--- config.mk ---
export PLATFORM = sky130hd
export DESIGN_NAME = serial_add_controller
export DESIGN_NICKNAME = d
export VERILOG_FILES = /design/src/rtl/serial_add_controller.sv
export SDC_FILE = /design/constraint.sdc
export NUM_CORES = 1
export LEC_CHECK = 0
export CORE_MARGIN = 5
export CORE_UTILIZATION = 54
export CTS_CLUSTER_DIAMETER = 60
export DETAILED_ROUTE_END_ITERATION = 6
export PLACE_DENSITY = 0.94
export SLEW_MARGIN = 20
export SYNTH_ARGS = -nofsm -noshare
export SYNTH_HDL_FRONTEND = slang
export SYNTH_SLANG_ARGS = --single-unit
export TNS_END_PERCENT = 5
--- constraint.sdc ---
create_clock -name clk -period 5.4 [get_ports clk]
set_input_delay 1.08 -clock clk [delete_from_list [all_inputs] [get_ports clk]]
set_output_delay 1.08 -clock clk [all_outputs]
set_load 0.1 [all_outputs]
--- src/rtl/serial_add_controller.sv ---
// Serial add/subtract controller: pushes a W-bit operation through a single
// 4-bit carry-lookahead slice, one nibble per cycle, LSB nibble first.

module lookahead_adder_4bits (
    input  logic [3:0] a,
    input  logic [3:0] b,
    input  logic       cin,
    output logic [3:0] s,
    output logic       cout
);
    logic [3:0] g, p;
    logic [4:0] c;

    assign g = a & b;
    assign p = a ^ b;

    // Carries computed in parallel from generate/propagate terms
    assign c[0] = cin;
    assign c[1] = g[0] | (p[0] & cin);
    assign c[2] = g[1] | (p[1] & g[0]) | (p[1] & p[0] & cin);
    assign c[3] = g[2] | (p[2] & g[1]) | (p[2] & p[1] & g[0])
                | (p[2] & p[1] & p[0] & cin);
    assign c[4] = g[3] | (p[3] & g[2]) | (p[3] & p[2] & g[1])
                | (p[3] & p[2] & p[1] & g[0]) | (p[3] & p[2] & p[1] & p[0] & cin);

    assign s    = p ^ c[3:0];
    assign cout = c[4];
endmodule

module serial_add_controller #(
    parameter int NIBBLES = 4
) (
    input  logic                 clk,
    input  logic                 rst,
    input  logic                 in_valid,
    output logic                 in_ready,
    input  logic [4*NIBBLES-1:0] a,
    input  logic [4*NIBBLES-1:0] b,
    input  logic                 sub,
    output logic                 out_valid,
    input  logic                 out_ready,
    output logic [4*NIBBLES-1:0] sum,
    output logic                 cout,
    output logic                 ovf,
    output logic                 busy
);
    localparam int W  = 4 * NIBBLES;
    localparam int IW = (NIBBLES > 1) ? $clog2(NIBBLES) : 1;
    localparam logic [IW-1:0] LAST = IW'(NIBBLES - 1);

    typedef enum logic [1:0] {IDLE, RUN, DONE} state_t;

    state_t        state_q;
    logic [W-1:0]  a_q, b_q, sum_q;
    logic          sub_q, carry_q, cout_q, ovf_q;
    logic [IW-1:0] idx_q;

    logic [3:0]    nib_a, nib_b, add_s;
    logic          add_co;

    assign nib_a = a_q[{idx_q, 2'b00} +: 4];
    assign nib_b = b_q[{idx_q, 2'b00} +: 4] ^ {4{sub_q}};

    lookahead_adder_4bits u_add (
        .a    (nib_a),
        .b    (nib_b),
        .cin  (carry_q),
        .s    (add_s),
        .cout (add_co)
    );

    always_ff @(posedge clk) begin
        if (rst) begin
            state_q <= IDLE;
            idx_q   <= '0;
            carry_q <= 1'b0;
            sum_q   <= '0;
            cout_q  <= 1'b0;
            ovf_q   <= 1'b0;
            a_q     <= '0;
            b_q     <= '0;
            sub_q   <= 1'b0;
        end else begin
            case (state_q)
                IDLE: if (in_valid) begin
                    a_q     <= a;
                    b_q     <= b;
                    sub_q   <= sub;
                    idx_q   <= '0;
                    carry_q <= sub;   // +1 completes the two's-complement negate
                    state_q <= RUN;
                end
                RUN: begin
                    sum_q[{idx_q, 2'b00} +: 4] <= add_s;
                    carry_q <= add_co;
                    idx_q   <= idx_q + 1'b1;
                    if (idx_q == LAST) begin
                        cout_q  <= add_co;
                        ovf_q   <= (a_q[W-1] == (b_q[W-1] ^ sub_q)) && (add_s[3] != a_q[W-1]);
                        state_q <= DONE;
                    end
                end
                DONE: if (out_ready) state_q <= IDLE;
                default: state_q <= IDLE;
            endcase
        end
    end

    assign in_ready  = (state_q == IDLE);
    assign out_valid = (state_q == DONE);
    assign busy      = (state_q == RUN);
    assign sum       = sum_q;
    assign cout      = cout_q;
    assign ovf       = ovf_q;
endmodule

==> results.toml <==
[power_and_ir_drop]
combPwrFrac_pct = 20.1
internal-power_uw = 680
irDropWorstVdd_mv = 0.177
seqPwrFrac_pct = 47.8
p_leak_nw = 1.26
pwr-share-clk_pct = 32.0
sw_frac_of_total_pct = 27.8
p_per_area_nw_per_um2 = 284
switching_power_uw = 262

[synth]
synth.top_cells.by_area = "dfxtp_1 43%, nand2_1 11%, a21oi_1 8.1%, mux4_2 6.9%, ha_1 5.3%"
synth.most_common_cell = "nand2_1"
synth_common_cells = "76 x nand2_1, 56 x dfxtp_1, 42 x a21oi_1"
syn_inst = 293
synth_top_cell_by_area = "dfxtp_1"
synth_warnings = 0
ys_types = 40
syn_nets = 342
synth_top_cell_area_share_pct = 43.1
ys_seq_area_share_pct = 43.1
synth_edf_count = 0
synth_area_per_cell_um2 = 8.87
syn-cell-area_um2 = 2600
ys_ff_latch = 56
async_reset_ff_share_pct = 0
synth_ff_type = "dfxtp_1"

[sta]
tns_ps = 0
min_period_over_period_pct = 66.5
finalHoldViolCount = 0
maxSlewViolCount = 0
achievable-frequency_mhz = 279
timing.hold.ws_ps = 460
rsz0062_at_grt = "false"
finalSetupViolations = 0
worstMarginPinSlew_ps = 981
min_period_ps = 3590
skew_ps = 12.3
slew-limit-headroom_pct = 34.4

[cts]
clk_latency_ps = 320
cts.clk_slew.worst_paths_ps = 100
ctsLongestPathBuffers = 2
cts_tree = "built"
cts_max_level = 2
cts_root_buffer = "clkbuf_8"
cts.repair.resized = 0
cts.sinks = 56
cts_setup_buffers = 0
numCtsBuffers = 5
holdBufCountCts = 0

[flow_run]
cap_violations = 0

[final_layout]
drive_gt1_share_pct = 7.92
area_delta_synth_final_pct = 27.4
final_util_pct = 70.6
diodes = 0
final_nets = 389
finalNonFillerCells = 395
fin_area_um2 = 3310

[critical_path]
critPathArrivalTime_ps = 2510
endpoint_kind = "output port"
start_kind = "flop"
cpMaxStageDelayCell = "clkdlybuf4s50_1"
critical_path.top_delay_family = "buffers and inverters"
cp_max_fo = 11
worst-path-stages = 3
reg2reg_depth = 7
critPathKind = "flop to output port"
worstPathRequired_ps = 4320
worstPathCellList = "nand2b_4 > inv_1 > clkdlybuf4s50_1"
cp_num_buf_inv = 2
crit_path_max_incr_delay_ps = 1200
r2r_slack_ps = 2190

[floorplan]
start_util_pct = 55.4
core_area_um2 = 4690
ios = 58
die-area_um2 = 6300
die_x_um = 79.4
num_rows = 25
die_h_um = 79.4

[run_status]
status = "complete, no violations"

[routing]
drtIter0Drc = 136
drtAntennaViolNets = 0
drc = 0
routed_wirelength_um = 6150
num_vias = 2245
first_pass_iters = 4
wire_per_inst_um = 15.6
routed_via_density = 5.68

[grt]
track_usage_pct = 20.4
grt_pass1_vias = 2219
gr-total-overflow = 0
grt_max_degree = 64
antenna_found_initial = 0
grt_pass1_wl_um = 10000

[placed_design]
dp.final_hpwl_um = 4310
dp_cells = 385
dpl_cell_area_um2 = 3150
gp_congestion = 0.831
port_buffers = 57

[hold_path]
holdCritPathClass = "flop to flop"
hold_depth = 2
-- routing by layer --
layer	share of wire (%)	vias to the layer above	track usage, %
met5	0	-	0
met4	2.3	0	7.22
met2	52	63	38.4
met1	40	1070	22.4
li1	-	1098	-
met3	5.3	14	4.51
-- final timing paths --
check,from,to
max reg2reg,idx_q[0],ovf
min,a_q[11],a_q[11]
max,state_q[0],busy
min reg2reg,a_q[11],a_q[11]
-- flip-flops by register name (all words and copies together), names as in the netlist --
name	flops
a_q	16
b_q	16
carry_q	1
cout	1
idx_q	2
ovf	1
state_q	2
sub_q	1
sum	16
-- worst reg2reg max path: stages (launching register included) --
cell and delay [ps]:
dfxtp_1 870, mux4_2 610, xor2_1 260, ha_1 300
a21oi_1 140, o21ai_0 150, xnor2_1 560, mux2i_1 250
-- logic make-up (layout without fill, tap and decap cells) --
logic type      Yosys count  count (layout)  share of synthesized area (%)
xor+xnor                  7               7                           2.36
fa+ha+maj                12              12                           6.06
simple gates            114             114                           20.7
compound gates           67              67                           15.7
mux                       9               9                           7.31
flops                    56              56                           43.1
buf+inv                  28              76                           4.76
-- cell usage in the layout, fill, tap and decap left out, drive strengths merged, types with 3 or more instances in the layout --
cell type      netlist  final
nand3                4      4
clkbuf              11      7
nand2               76     76
nand3b               8      8
dfxtp               56     56
a2bb2oi              6      6
o31ai                6      6
buf                  8      3
inv                  9      9
a22oi                3      3
nor2                13     13
clkdlybuf4s50        0     56
mux4                 8      8
ha                  11     11
nand2b               4      4
xor2                 5      5
a21oi               42     42
-- metrics by stage --
step | power [mW] | setup WS [ps]
2_1_floorplan | 0.586 | 2500
3_5_place_dp | 0.643 | 2200
6_report | 0.942 | 1810
5_1_grt | 0.981 | 1740
4_1_cts | 0.938 | 1850
3_3_place_gp | 0.636 | 2260
-- power groups by stage --
stage / logic, mW / registers, mW / clock network, mW
detailed placement: 0.183 / 0.460 / 0
global placement: 0.177 / 0.459 / 0
finish: 0.190 / 0.451 / 0.302
floorplan: 0.121 / 0.465 / 0
global route: 0.204 / 0.454 / 0.324
CTS: 0.184 / 0.450 / 0.303
-- cell type report --
cell class / count / area, µm²
Fill cell: 366 / 1380
Multi-Input combinational cell: 209 / 1360
Sequential cell: 56 / 1120
Timing Repair Buffer: 59 / 601
Clock buffer: 7 / 96.3
Tap cell: 54 / 67.6
Inverter: 9 / 33.8
Clock inverter: 1 / 30.0
(Power assumes the default switching activity.)
